--- src/rtl/decode_issue.sv ---
// decode_issue: byte-serial instruction assembly, RV32I OP/OP-IMM/LUI decode and
// a registered valid/ready ALU request.

package decode_issue_pkg;
  typedef enum logic [3:0] {
    Add,
    Subtract,
    Shift_Left_Logical,
    Shift_Right_Logical,
    Shift_Right_Arithmetic,
    Set_Less_Than,
    Set_Less_Than_Unsigned,
    Xor,
    Or,
    And
  } alu_operation_t;
endpackage

module decode_issue
  import decode_issue_pkg::*;
(
  input  logic                  clk,
  input  logic                  rst_n,
  input  logic                  flush,
  input  logic [7:0]            in_data,
  input  logic                  in_valid,
  output logic                  in_ready,
  output logic [4:0]            rs1_addr,
  output logic [4:0]            rs2_addr,
  input  logic [31:0]           rs1_data,
  input  logic [31:0]           rs2_data,
  output alu_operation_t        operation,
  output logic signed [31:0]    operand_1,
  output logic signed [31:0]    operand_2,
  output logic [4:0]            rd,
  output logic                  out_valid,
  input  logic                  out_ready,
  output logic                  illegal
);

  localparam logic [6:0] OpcOp    = 7'b0110011;
  localparam logic [6:0] OpcOpImm = 7'b0010011;
  localparam logic [6:0] OpcLui   = 7'b0110111;
  localparam logic [6:0] F7Zero   = 7'b0000000;
  localparam logic [6:0] F7Alt    = 7'b0100000;

  typedef enum logic [1:0] {StCollect, StRead, StIssue} state_t;

  state_t      state;
  logic [1:0]  cnt;
  logic [31:0] instr;

  logic [6:0]  opcode;
  logic [2:0]  funct3;
  logic [6:0]  funct7;
  logic [31:0] rs1_val;
  logic [31:0] rs2_val;
  logic [31:0] i_imm;
  logic [31:0] shamt;

  logic           dec_legal;
  alu_operation_t dec_op;
  logic [31:0]    dec_op1;
  logic [31:0]    dec_op2;

  assign opcode   = instr[6:0];
  assign funct3   = instr[14:12];
  assign funct7   = instr[31:25];
  assign rs1_addr = instr[19:15];
  assign rs2_addr = instr[24:20];
  assign in_ready = (state == StCollect);

  // Register x0 reads as zero whatever the register file returns.
  assign rs1_val  = (rs1_addr == 5'd0) ? 32'd0 : rs1_data;
  assign rs2_val  = (rs2_addr == 5'd0) ? 32'd0 : rs2_data;
  assign i_imm    = {{20{instr[31]}}, instr[31:20]};
  assign shamt    = {27'd0, instr[24:20]};

  // Decode the held instruction into operation, operands and legality.
  always_comb begin
    dec_legal = 1'b0;
    dec_op    = Add;
    dec_op1   = 32'd0;
    dec_op2   = 32'd0;
    case (opcode)
      OpcOp: begin
        dec_op1 = rs1_val;
        dec_op2 = rs2_val;
        case (funct3)
          3'b000: begin
            dec_legal = (funct7 == F7Zero) || (funct7 == F7Alt);
            dec_op    = (funct7 == F7Alt) ? Subtract : Add;
          end
          3'b001: begin dec_legal = (funct7 == F7Zero); dec_op = Shift_Left_Logical;     end
          3'b010: begin dec_legal = (funct7 == F7Zero); dec_op = Set_Less_Than;          end
          3'b011: begin dec_legal = (funct7 == F7Zero); dec_op = Set_Less_Than_Unsigned; end
          3'b100: begin dec_legal = (funct7 == F7Zero); dec_op = Xor;                    end
          3'b101: begin
            dec_legal = (funct7 == F7Zero) || (funct7 == F7Alt);
            dec_op    = (funct7 == F7Alt) ? Shift_Right_Arithmetic : Shift_Right_Logical;
          end
          3'b110:  begin dec_legal = (funct7 == F7Zero); dec_op = Or;  end
          default: begin dec_legal = (funct7 == F7Zero); dec_op = And; end
        endcase
      end
      OpcOpImm: begin
        dec_op1   = rs1_val;
        dec_op2   = i_imm;
        dec_legal = 1'b1;
        // Only the shifts constrain the upper immediate bits.
        case (funct3)
          3'b000: dec_op = Add;
          3'b001: begin
            dec_op    = Shift_Left_Logical;
            dec_op2   = shamt;
            dec_legal = (funct7 == F7Zero);
          end
          3'b010: dec_op = Set_Less_Than;
          3'b011: dec_op = Set_Less_Than_Unsigned;
          3'b100: dec_op = Xor;
          3'b101: begin
            dec_op    = (funct7 == F7Alt) ? Shift_Right_Arithmetic : Shift_Right_Logical;
            dec_op2   = shamt;
            dec_legal = (funct7 == F7Zero) || (funct7 == F7Alt);
          end
          3'b110:  dec_op = Or;
          default: dec_op = And;
        endcase
      end
      OpcLui: begin
        dec_legal = 1'b1;
        dec_op    = Add;
        dec_op1   = 32'd0;
        dec_op2   = {instr[31:12], 12'd0};
      end
      default: dec_legal = 1'b0;
    endcase
  end

  // Collect/read/issue FSM with all outputs registered.
  always_ff @(posedge clk or negedge rst_n) begin
    if (!rst_n) begin
      state     <= StCollect;
      cnt       <= 2'd0;
      instr     <= 32'd0;
      operation <= Add;
      operand_1 <= 32'sd0;
      operand_2 <= 32'sd0;
      rd        <= 5'd0;
      out_valid <= 1'b0;
      illegal   <= 1'b0;
    end else if (flush) begin
      state     <= StCollect;
      cnt       <= 2'd0;
      out_valid <= 1'b0;
      illegal   <= 1'b0;
    end else begin
      illegal <= 1'b0;
      case (state)
        StCollect: begin
          if (in_valid) begin
            instr[{cnt, 3'b000} +: 8] <= in_data;
            cnt                       <= cnt + 2'd1;
            if (cnt == 2'd3) state <= StRead;
          end
        end
        StRead: begin
          if (dec_legal) begin
            operation <= dec_op;
            operand_1 <= dec_op1;
            operand_2 <= dec_op2;
            rd        <= instr[11:7];
            out_valid <= 1'b1;
            state     <= StIssue;
          end else begin
            illegal <= 1'b1;
            state   <= StCollect;
          end
        end
        StIssue: begin
          if (out_ready) begin
            out_valid <= 1'b0;
            state     <= StCollect;
          end
        end
        default: state <= StCollect;
      endcase
    end
  end

endmodule

--- config.mk ---
export PLATFORM = sky130hd
export DESIGN_NAME = decode_issue
export DESIGN_NICKNAME = d
export VERILOG_FILES = /design/src/rtl/decode_issue.sv
export SDC_FILE = /design/constraint.sdc
export NUM_CORES = 1
export LEC_CHECK = 0
export BUFFER_PORTS_ARGS = -buffer_cell sky130_fd_sc_hd__buf_4
export CORE_MARGIN = 4
export CORE_UTILIZATION = 45
export CTS_CLUSTER_SIZE = 28
export DETAILED_ROUTE_END_ITERATION = 7
export GPL_TIMING_DRIVEN = 1
export PLACE_DENSITY = 0.73
export SYNTH_ARGS = -nofsm -noshare
export SYNTH_HDL_FRONTEND = slang
export SYNTH_SLANG_ARGS = --single-unit
--- constraint.sdc ---
create_clock -name clk -period 2.45 [get_ports clk]
set_input_delay 0.49 -clock clk [delete_from_list [all_inputs] [get_ports clk]]
set_output_delay 0.49 -clock clk [all_outputs]
set_load 0.005 [all_outputs]
# ---- Yosys cells after proc, flatten, opt, wreduce, memory -nomap -nowiden
# Cells that the tools add are included.
dict set report word_totals {
  latchBits 0
  ramBits 0
  romBits 0
  n_memories 0
  register_bits 111
  output_inout_bits 86
}
dict set report classes {
  reduce_logical 17
  addsub 2
  bitwise_logic 1
  div_mod_pow 0
  mux 30
  n_lt_le_gt_ge 0
  shift 2
  mul 0
  eq_ne 17
}
# cell n
set op_table {}
lappend op_table {{32-bit two-way mux} 4}
lappend op_table {{32-bit case mux with 3 select lines} 1}
lappend op_table {{4-bit case mux with 7 select lines} 2}
lappend op_table {{32-bit bitwise mux} 1}
lappend op_table {{8-bit by 7-bit variable shift with 32-bit output (first input constant)} 1}
lappend op_table {{8-bit by 7-bit indexed part select with 32-bit output} 1}
lappend op_table {{7-bit by 6-bit equality test with 1-bit output (second input constant)} 3}
lappend op_table {{2-bit two-way mux} 8}
lappend op_table {{3-bit AND reduction} 4}
lappend op_table {{5-bit zero test} 2}
lappend op_table {{3-bit equality test (second input constant)} 3}
lappend op_table {{3-bit inequality test (second input constant)} 3}
lappend op_table {{1-bit two-way mux} 8}
lappend op_table {{4-bit case mux with 2 select lines} 1}
lappend op_table {{7-bit by 5-bit equality test with 1-bit output (second input constant)} 1}
lappend op_table {{7-bit zero test} 1}
lappend op_table {{5-bit negation with 7-bit output} 1}
lappend op_table {{3-bit by 2-bit equality test with 1-bit output (second input constant)} 2}
lappend op_table {{2-bit case mux with 3 select lines} 1}
lappend op_table {{2-bit OR reduction} 3}
lappend op_table {{2-bit equality test (second input constant)} 2}
lappend op_table {{1-bit case mux with 2 select lines} 2}
lappend op_table {{2-bit nonzero test} 2}
lappend op_table {{3-bit by 1-bit equality test with 1-bit output (second input constant)} 1}
lappend op_table {{11 further kinds} 11}

# ---- Depth between registers and ports, before layout
# Gate-level depths: netlist of the first run.
dict set report depth {
  depth_word 7
  ltp_mapped 8
}

# ---- Worst setup path after synthesis of the first run
# OpenSTA, ideal clock, no wires.
dict set report synth_path {
  kind {reg-to-reg}
  from {reg instr[31]}
  to {reg operation[0]}
  stages_incl_launch_ff 5
  synth_period_minus_slack_ps 2073
  t_arrival_ps 1970
  t_required_ps 2346
  setup_slack_ps 377
  path_buffers 0
  path_cell_list {dfrtp_1 -> or4_4 -> or4b_4 -> mux2_4 -> o41ai_2}
}
dict set report synth_between {
  elab_chain_cells 5
}
# item line
set synth_rtl {}
lappend synth_rtl {{from (decl)} 51} ;# logic [31:0] instr;
lappend synth_rtl {{from (signal, indexed assignment)} 162} ;# instr[{cnt, 3'b000} +: 8] <= in_data;
lappend synth_rtl {{7-bit by 6-bit equality test with 1-bit output or 7-bit zero test (tied branches)} n/a}
lappend synth_rtl {{1-bit logical OR} {91, 99, 124}}
lappend synth_rtl {{1-bit case mux with 2 select lines or 1-bit two-way mux (tied branches)} n/a}
lappend synth_rtl {{1-bit case mux with 3 select lines} 85} ;# case (opcode)
lappend synth_rtl {{3-bit AND reduction (no source line)} n/a}
lappend synth_rtl {{to (signal assigned)} 169} ;# operation <= dec_op;
lappend synth_rtl {{to (decl)} 32} ;# output alu_operation_t operation,
# Several ways; a longest one is shown, not always the timed one.
# A chain may end at the register's enable or synchronous reset.

# ---- Worst setup path in the final report of the first run
dict set report layout_path {
  from {reg instr[31]}
  to {reg operand_2[4]}
}
dict set report layout_between {
  elab_chain_cells 5
}
# item line
set layout_rtl {}
lappend layout_rtl {{7-bit by 6-bit equality test with 1-bit output or 7-bit zero test (tied branches)} n/a}
lappend layout_rtl {{1-bit logical OR} {91, 99, 124}}
lappend layout_rtl {{1-bit case mux with 2 select lines or 1-bit two-way mux (tied branches)} n/a}
lappend layout_rtl {{1-bit case mux with 3 select lines *} 85}
lappend layout_rtl {{3-bit AND reduction (no source line) *} n/a}
lappend layout_rtl {{to (signal assigned)} 171} ;# operand_2 <= dec_op2;
lappend layout_rtl {{to (decl)} 34} ;# output logic signed [31:0] operand_2,
# Every way passes the cells marked *; elsewhere a longest branch is shown, timed or not.

==> results of run 1 <==
[layout make-up]
| class | instances | share of cell area [%] |
|---|---|---|
| sequential | 111 | 40.5 |
| multi-input combinational | 343 | 29.7 |
| timing repair buffer | 183 | 20.8 |
| clock buffer | 10 | 3.49 |
| tap | 140 | 2.56 |
| inverter | 36 | 1.97 |
| clock inverter | 6 | 0.967 |
[flip-flops by register name, indices dropped and copies added (netlist names)]
name,flops
instr,32
operand_2,32
out_valid,1
cnt,2
operand_1,32
rd,5
illegal,1
operation,4
state,2
[metrics by stage]
stage | setup slack (ps) | hold WS (ps) | instances | instance area [µm²] | util [%]
6_report | 195 | 161 | 829 | 6860 | 62.1
5_1_grt | 13.4 | 199 | 829 | 6860 | 62.1
4_1_cts | 205 | 185 | 829 | 6860 | 62.1
3_5_place_dp | 106 | 469 | 813 | 6550 | 59.4
3_3_place_gp | 186 | 461 | 813 | 6550 | 59.4
2_1_floorplan | 377 | 194 | 536 | 5170 | -
[cell families (layout without fill, tap and decap cells)]
kind of cell	Yosys count	count (layout)	synth area share, %
buf+inv	82	235	7.12
mux	6	6	1.38
simple gates	186	186	15.7
fa+ha+maj	6	6	1.45
flops	111	111	53.8
xor+xnor	1	1	0.170
compound gates	144	144	20.5
[worst max path at each step]
stage	start	to	slack, ps	cells after the start
after floorplan	instr[31]$_DFFE_PN0P_	operation[0]$_DFFE_PN0P_	380	4
after global placement	flush	operand_2[10]$_DFFE_PN0P_	190	7
after detailed placement	flush	operand_2[8]$_DFFE_PN0P_	110	7
after CTS	instr[31]$_DFFE_PN0P_	operand_2[4]$_DFFE_PN0P_	210	6
after global routing	instr[5]$_DFFE_PN0P_	operand_2[15]$_DFFE_PN0P_	10	5
final	instr[31]$_DFFE_PN0P_	operand_2[4]$_DFFE_PN0P_	200	6
[placed cells by master (no fill, tap or decap), types with 3 or more instances in the layout]
cell type,count
clkbuf_16,9
nor2_1,15
a221oi_1,16
nand2_1,139
o41ai_2,5
dfrtp_1,111
a22oi_1,7
buf_12,4
o21ai_0,32
a21boi_0,3
nor2b_1,8
buf_4,179
inv_1,36
mux2_2,5
o31ai_1,63
inv_6,3
a211oi_1,3
ha_1,6
nor3b_1,3
a21oi_1,7
[power groups by stage]
stage	registers (mW)	clock network, mW	logic [mW]
floorplan	1.94	0	0.226
global placement	1.96	0	0.433
detailed placement	1.96	0	0.442
CTS	1.93	1.54	0.446
global route	1.94	1.61	0.499
finish	1.93	1.52	0.444
[per-layer routing]
layer	part of all wire, %	routed length (µm)	up-vias
met5	0	0	-
met2	48	7120	178
met3	9.1	1340	22
met4	2.0	299	0
met1	41	5970	2177
li1	-	-	2147
[critical path: stages (launching register included)]
cell and delay, ps:
dfrtp_1 420, or4_4 560, a311oi_2 380, o21ai_4 120, buf_12 190, buf_4 190, o31ai_1 280
==> flow_metrics.py, run 1 <==
metrics = {
    "critical_path": {
        "reg2reg_from": "instr[31]$_DFFE_PN0P_",
        "reg2reg_slack_ps": 200,
        "r2r_cells": 6,
        "cp_max_fo": 26,
        "crit_type": "flip-flop to flip-flop",
        "arrival_ps": 2510,
        "worstPathRequired_ps": 2710,
        "worstSetupStartpointType": "flip-flop",
        "end_kind": "flip-flop",
        "reg2reg_to": "operand_2[4]$_DFFE_PN0P_",
    },
    "synthesis": {
        "ys_types": 42,
        "synthCells": 536,
        "syn_nets": 619,
        "syn-mean-instance-area_um2": 9.64,
        "ys_warn_count": 0,
        "seq_area_frac_synth_pct": 53.8,
        "synth_area_leader_cell": "dfrtp_1",
        "syn_area_um2": 5170,
        "synth.top_cells.by_count": "nand2_1, dfrtp_1, o31ai_1, inv_1, o21ai_0",
        "synth_enable_flop_cells": 0,
        "yosys.area.top_type_share_pct": 53.8,
        "async_reset_ff_share_pct": 100,
        "post-synth-top-count-cell": "nand2_1",
        "synthFlopType": "dfrtp_1",
        "synthTopCellsByArea": "dfrtp_1, nand2_1, o31ai_1",
        "ys_ff_latch": 111,
    },
    "power_and_ir_drop": {
        "seq_power_share_pct": 49.6,
        "p_int_mw": 2.91,
        "clkPwrFrac_pct": 39.0,
        "p_switching_uw": 986,
        "combPwrFrac_pct": 11.4,
        "power.leakage_nw": 3.37,
        "p_sw_share_pct": 25.3,
        "irDropWorstVdd_mv": 0.425,
        "p_per_area_nw_per_um2": 568,
        "finalPower_mw": 3.89,
    },
    "final_layout": {
        "final_layout_size_suffix_gt1_share_pct": 31.8,
        "area_growth_pct": 32.7,
        "fin_nets": 767,
        "fillers": 946,
        "seqCellArea_um2": 2780,
        "n_antenna_cell": 0,
        "multi_input_area_um2": 2040,
    },
    "grt": {
        "grt_max_degree": 51,
        "grtUsageMet3_pct": 5.89,
        "grt_pass1_vias": 4482,
        "use_met2_pct": 36.5,
        "busiest_layer": "met2",
        "antenna_found_initial": 0,
        "grt_pass1_wl_um": 23300,
        "met1_usage_pct": 30.5,
        "grt.total_usage_pct": 22.6,
        "grt_overflow": 0,
    },
    "timing": {
        "worst_pin_slew_ps": 1080,
        "hold_viol": 0,
        "fin_crit_ps": 2250,
        "slew_headroom_pct": 28.1,
        "drv_slew": 0,
        "tns_ps": 0,
        "fin_crit_sh_pct": 92.0,
        "fin_skew_ps": 7.68,
        "fmax_ghz": 0.444,
        "setup_viol_count_final": 0,
        "grt_setup_unrepaired": "false",
    },
    "route": {
        "routed_via_density": 5.46,
        "routed_wl_um": 14700,
        "wl_per_cell_um": 17.8,
        "drtIter0Drc": 355,
        "final_antenna_net_count": 0,
        "drc": 0,
        "drtPass1Iterations": 5,
        "vias": 4524,
    },
    "floorplanning": {
        "die_area_um2": 13300,
        "start_util_pct": 46.8,
        "io_pins": 163,
        "core_um2": 11000,
        "die_w_um": 115,
        "rows": 38,
        "die_h_um": 115,
    },
    "placed_design": {
        "io_buffers": 162,
        "dpl.hpwl_um": 11000,
        "gp_congestion": 0.918,
    },
    "clocking": {
        "cts.repair.resized": 0,
        "hold_buffers": 0,
        "root_buffer": "clkbuf_16",
        "cts.sinks": 111,
        "cts_buffers": 9,
        "cts_tree": "yes",
        "clockBufferDepth": 2,
        "path_clk_slew_ps": 70,
        "ctsHtreeMaxLevel": 3,
        "post_cts_buffers": 0,
        "clk_latency_ps": 360,
    },
    "run_status": {
        "outcome": "completed",
    },
    "worst_hold_path": {
        "min_path_type": "input port to async pin",
    },
    "job": {
        "maxCapViolations": 0,
    },
}
No activity file was read; power rests on OpenSTA's default activity.
==> run 2, diff against run 1 <==
CORE_ASPECT_RATIO = 1.75   (was unset)
==> run 2 against run 1 <==
Total power up 4.0%. Via count down 0.57%. Clock skew up 2.5 ps. Cell count down 1.3%. Setup slack worse by 46 ps. Largest power group unchanged. Highest routed layer unchanged.
==> flow_metrics.py, run 2 (synthesis results as in run 1) <==
metrics = {
    "run_status": {
        "outcome": "completed",
    },
    "timing": {
        "tns_ps": 0,
        "whs_ps": 315,
        "drv_slew": 0,
        "fin_crit_ps": 2300,
        "fmax_ghz": 0.435,
        "setup_viol_count_final": 0,
        "slew_headroom_pct": 23.6,
        "worst_pin_slew_ps": 1140,
        "grt_setup_unrepaired": "false",
        "fin_skew_ps": 10.2,
        "hold_viol": 0,
        "fin_crit_sh_pct": 93.9,
    },
    "final_layout": {
        "multi_input_area_um2": 2040,
        "fillers": 983,
        "fin_nets": 764,
        "final_layout_size_suffix_gt1_share_pct": 31.3,
        "seqCellArea_um2": 2780,
        "final_common_cell": "buf_4",
        "n_antenna_cell": 0,
        "area_growth_pct": 32.4,
        "layout_common_cells": "buf_4, nand2_1, dfrtp_1, o31ai_1, inv_1",
        "top_regs": "instr: 32 flops, operand_1: 32 flops, operand_2: 32 flops",
    },
    "grt": {
        "antenna_found_initial": 0,
        "grt_overflow": 0,
        "grt_pass1_vias": 4509,
        "grt_pass1_wl_um": 22800,
        "grt.total_usage_pct": 22.4,
        "grt_max_degree": 103,
    },
    "critical_path": {
        "reg2reg_from": "instr[5]$_DFFE_PN0P_",
        "worstSetupStartpointType": "flip-flop",
        "end_kind": "flip-flop",
        "crit_type": "flip-flop to flip-flop",
        "cp_max_fo": 102,
        "crit_start": "instr[5]$_DFFE_PN0P_",
        "worstPathRequired_ps": 2680,
        "arrival_ps": 2530,
    },
    "clocking": {
        "clockBufferDepth": 2,
        "ctsHtreeMaxLevel": 3,
        "cts.sinks": 111,
        "cts_tree": "yes",
        "cts_buffers": 9,
        "clk_latency_ps": 350,
        "root_buffer": "clkbuf_16",
        "path_clk_slew_ps": 70,
    },
    "floorplanning": {
        "die_area_um2": 13300,
        "io_pins": 163,
        "start_util_pct": 46.3,
        "die_h_um": 150,
        "rows": 51,
        "core_um2": 11200,
        "die_w_um": 89.0,
    },
    "route": {
        "wl_per_cell_um": 18.0,
        "routed_via_density": 5.50,
        "vias": 4498,
        "drtPass1Iterations": 7,
        "drtIter0Drc": 326,
        "routed_wl_um": 14700,
        "drc": 0,
        "final_antenna_net_count": 0,
    },
    "power_and_ir_drop": {
        "p_per_area_nw_per_um2": 591,
        "p_int_mw": 3.08,
        "combPwrFrac_pct": 11.4,
        "irDropWorstVdd_mv": 0.480,
        "p_sw_share_pct": 23.8,
        "clkPwrFrac_pct": 41.0,
        "p_switching_uw": 964,
        "power.leakage_nw": 3.36,
        "seq_power_share_pct": 47.5,
    },
    "placed_design": {
        "gp_congestion": 0.852,
        "io_buffers": 162,
        "dpl.hpwl_um": 11300,
    },
    "worst_hold_path": {
        "min_path_type": "input port to flip-flop",
        "min_from": "out_ready",
    },
    "job": {
        "maxCapViolations": 0,
    },
}
run 2: repair_timing:
action / in CTS / in global routing
resized for setup: 0 / 0
hold endpoints to repair: 9 / 0
hold buffers: 1 / 0
buffers inserted: 0 / 0
setup endpoints to repair: 0 / 0
run 2: worst max-delay path: stages, from the launching register on:
cell,delay (ps)
dfrtp_1,450
or4b_1,500
a311oi_2,440
o21ai_4,100
buf_12,230
o41ai_2,410
run 2: layout make-up:
cell class	instances	share of cell area, %
clock buffer	9	3.29
inverter	36	1.98
clock inverter	7	1.76
multi-input combinational	343	29.8
timing repair buffer	180	20.2
sequential	111	40.6
tap	132	2.41
run 2: final timing paths:
check,end,slack (ps),depth (start not counted)
worst min register to register,operand_2[30]$_DFFE_PN0P_,480,2
worst max-delay path,operand_2[23]$_DFFE_PN0P_,150,5
worst max register to register,operand_2[23]$_DFFE_PN0P_,150,5
min in group asynchronous,operand_2[19]$_DFFE_PN0P_,510,2
max in group asynchronous,operation[2]$_DFFE_PN0P_,1310,3
worst min-delay path,state[1]$_DFFE_PN0P_,320,2
run 2: power groups by stage:
stage                     Clock [mW]  Combinational [mW]  Sequential [mW]
final                           1.66               0.463             1.92
after global routing            1.78               0.511             1.93
after CTS                       1.70               0.463             1.92
after detailed placement           0               0.459             1.96
after global placement             0               0.452             1.96
after floorplan                    0               0.226             1.94
run 2: routing by layer:
layer / global-route usage (%) / vias up / wire length [µm]
li1: - / 2143 / -
met1: 24.2 / 2145 / 5120
met2: 39.7 / 160 / 7920
met3: 3.64 / 50 / 770
met4: 13.8 / 0 / 884
met5: 0 / - / 0
run 2: per-stage QoR:
| stage | instances | power [mW] | utilization [%] | instance area, µm² | setup slack [ps] |
|---|---|---|---|---|---|
| final | 818 | 4.05 | 61.3 | 6840 | 149 |
| after detailed placement | 801 | 2.42 | 58.1 | 6480 | 178 |
| after CTS | 818 | 4.09 | 61.3 | 6840 | 171 |
| after global routing | 818 | 4.22 | 61.3 | 6840 | 1.32 |
| after global placement | 801 | 2.41 | 58.1 | 6480 | 236 |
| after floorplan | 536 | 2.17 | - | 5170 | 377 |
==> run 3, diff against run 2 <==
REMOVE_ABC_BUFFERS = 1   (was unset)
SETUP_SLACK_MARGIN = 0.3   (was unset)
==> run 3 against run 2 <==
Cell count grew 2.0%. Critical path depth grew 2. Core utilization is 5.7 points higher. Total power shrank 4.8%. Largest cell class unchanged. Via count up 4.1%. Sequential share of layout area decreased by 3.4 points. Global-route usage up 0.28 points. Sequential cell count did not move. Combinational power is 13% higher.
==> flow_metrics.py, run 3 (synthesis results as in run 1) <==
metrics = {
    "critical_path": {
        "arrival_ps": 2480,
        "worstSetupStartpointType": "flip-flop",
        "worstPathRequired_ps": 2700,
        "end_kind": "flip-flop",
        "crit_buf_inv": 3,
        "cpPeakStageDelay_ps": 570,
        "cp_max_fo": 5,
        "path_cells": "or4b_4 -> a311oi_4 -> o21ai_4 -> buf_8 -> buf_6 -> buf_16 -> o31ai_1",
        "cp_slowest_cell": "or4b_4",
        "crit_type": "flip-flop to flip-flop",
        "crit_family": "compound AO/OA/AOI/OAI gates",
    },
    "power_and_ir_drop": {
        "power.leakage_nw": 3.66,
        "p_per_area_nw_per_um2": 515,
        "irDropWorstVdd_mv": 0.392,
    },
    "final_layout": {
        "top_regs": "instr: 32 flops, operand_1: 32 flops, operand_2: 32 flops",
        "final_common_cell": "buf_4",
        "final_cell_area_um2": 7470,
        "final_layout_size_suffix_gt1_share_pct": 42.2,
        "area_growth_pct": 44.6,
        "fin_nets": 780,
        "fillers": 844,
        "layoutNonFillerInstCount": 834,
        "n_antenna_cell": 0,
        "layout_common_cells": "buf_4, nand2_1, dfrtp_1, o31ai_2, inv_1",
    },
    "timing": {
        "fin_crit_sh_pct": 91.1,
        "hold_viol": 0,
        "tns_ps": 0,
        "fin_crit_ps": 2230,
        "grt_setup_unrepaired": "true",
        "fin_skew_ps": 7.89,
        "whs_ps": 313,
        "slew_headroom_pct": 45.2,
        "setup_viol_count_final": 0,
        "fmax_ghz": 0.448,
        "worst_pin_slew_ps": 822,
        "fin_ws_ps": 217,
        "drv_slew": 0,
    },
    "grt": {
        "use_met2_pct": 41.5,
        "antenna_found_initial": 0,
        "grt_max_degree": 44,
        "grt_pass1_wl_um": 23200,
        "grt_overflow": 0,
        "grt.total_usage_pct": 22.7,
        "grtUsageMet3_pct": 4.52,
        "busiest_layer": "met2",
        "met1_usage_pct": 25.1,
        "grt_pass1_vias": 4562,
    },
    "clocking": {
        "cts_buffers": 9,
        "root_buffer": "clkbuf_16",
        "clockBufferDepth": 2,
        "cts_tree": "yes",
        "path_clk_slew_ps": 70,
        "ctsHtreeMaxLevel": 3,
        "cts.sinks": 111,
        "clk_latency_ps": 350,
    },
    "placed_design": {
        "pre_cts_slack_ps": 162,
        "io_buffers": 162,
        "placed_area_um2": 6520,
        "place_inst": 805,
        "gp_congestion": 0.862,
        "dpl.hpwl_um": 11000,
    },
    "worst_hold_path": {
        "min_path_type": "input port to flip-flop",
    },
    "floorplanning": {
        "die_area_um2": 13300,
        "io_pins": 163,
        "start_util_pct": 46.3,
        "die_w_um": 89.0,
        "core_um2": 11200,
        "die_h_um": 150,
        "rows": 51,
    },
    "job": {
        "maxCapViolations": 0,
    },
    "route": {
        "drc": 0,
        "wl_per_cell_um": 19.1,
        "final_antenna_net_count": 0,
        "drtIter0Drc": 357,
        "vias": 4683,
        "routed_wl_um": 15900,
        "drtPass1Iterations": 6,
        "routed_via_density": 5.62,
    },
    "run_status": {
        "outcome": "completed",
    },
}
[run 3: layout make-up]
class                      count  area, µm²  share of cell area, %
tap                          132        165                   2.21
multi-input combinational    343       2480                   33.2
sequential                   111       2780                   37.2
clock inverter                 6       46.3                  0.620
inverter                      36        135                   1.81
clock buffer                  10        239                   3.20
timing repair buffer         196       1630                   21.8
[run 3: report_power, final]
group / total [mW] / switching [mW] / internal [mW]
Combinational: 0.521 / 0.298 / 0.223
Sequential: 1.92 / 0.0483 / 1.88
Clock: 1.41 / 0.684 / 0.722
Total: 3.85 / 1.03 / 2.82
[run 3: routing by layer]
layer | wire (µm) | up-vias
li1 | - | 2183
met1 | 5550 | 2285
met2 | 8870 | 183
met3 | 1070 | 32
met4 | 436 | 0
met5 | 0 | -
[run 3: path summary, 6_finish.rpt]
check / end / slack [ps] / startpoint / cells past startpoint
worst min register to register: operand_1[14]$_DFFE_PN0P_ / 480 / operand_1[14]$_DFFE_PN0P_ / 2
worst max register to register: operand_2[1]$_DFFE_PN0P_ / 220 / instr[14]$_DFFE_PN0P_ / 7
min in group asynchronous: operand_1[26]$_DFFE_PN0P_ / 530 / rst_n / 2
worst max-delay path: operand_2[1]$_DFFE_PN0P_ / 220 / instr[14]$_DFFE_PN0P_ / 7
worst min-delay path: state[1]$_DFFE_PN0P_ / 310 / out_ready / 2
max in group asynchronous: instr[5]$_DFFE_PN0P_ / 1270 / rst_n / 3
[run 3: repair_timing]
item,in CTS,in global routing
endpoints found under the hold margin,13,0
pin swaps,2,6
hold buffers,1,0
setup endpoints to repair,67,76
setup buffers,3,4
gates cloned,2,3
resized for setup,8,90
[run 3: metrics by stage]
step	util (%)	power, mW
3_5_place_dp	58.3	2.42
4_1_cts	62.1	3.82
2_1_floorplan	-	2.15
5_1_grt	66.9	3.99
3_3_place_gp	58.3	2.40
6_report	66.9	3.85
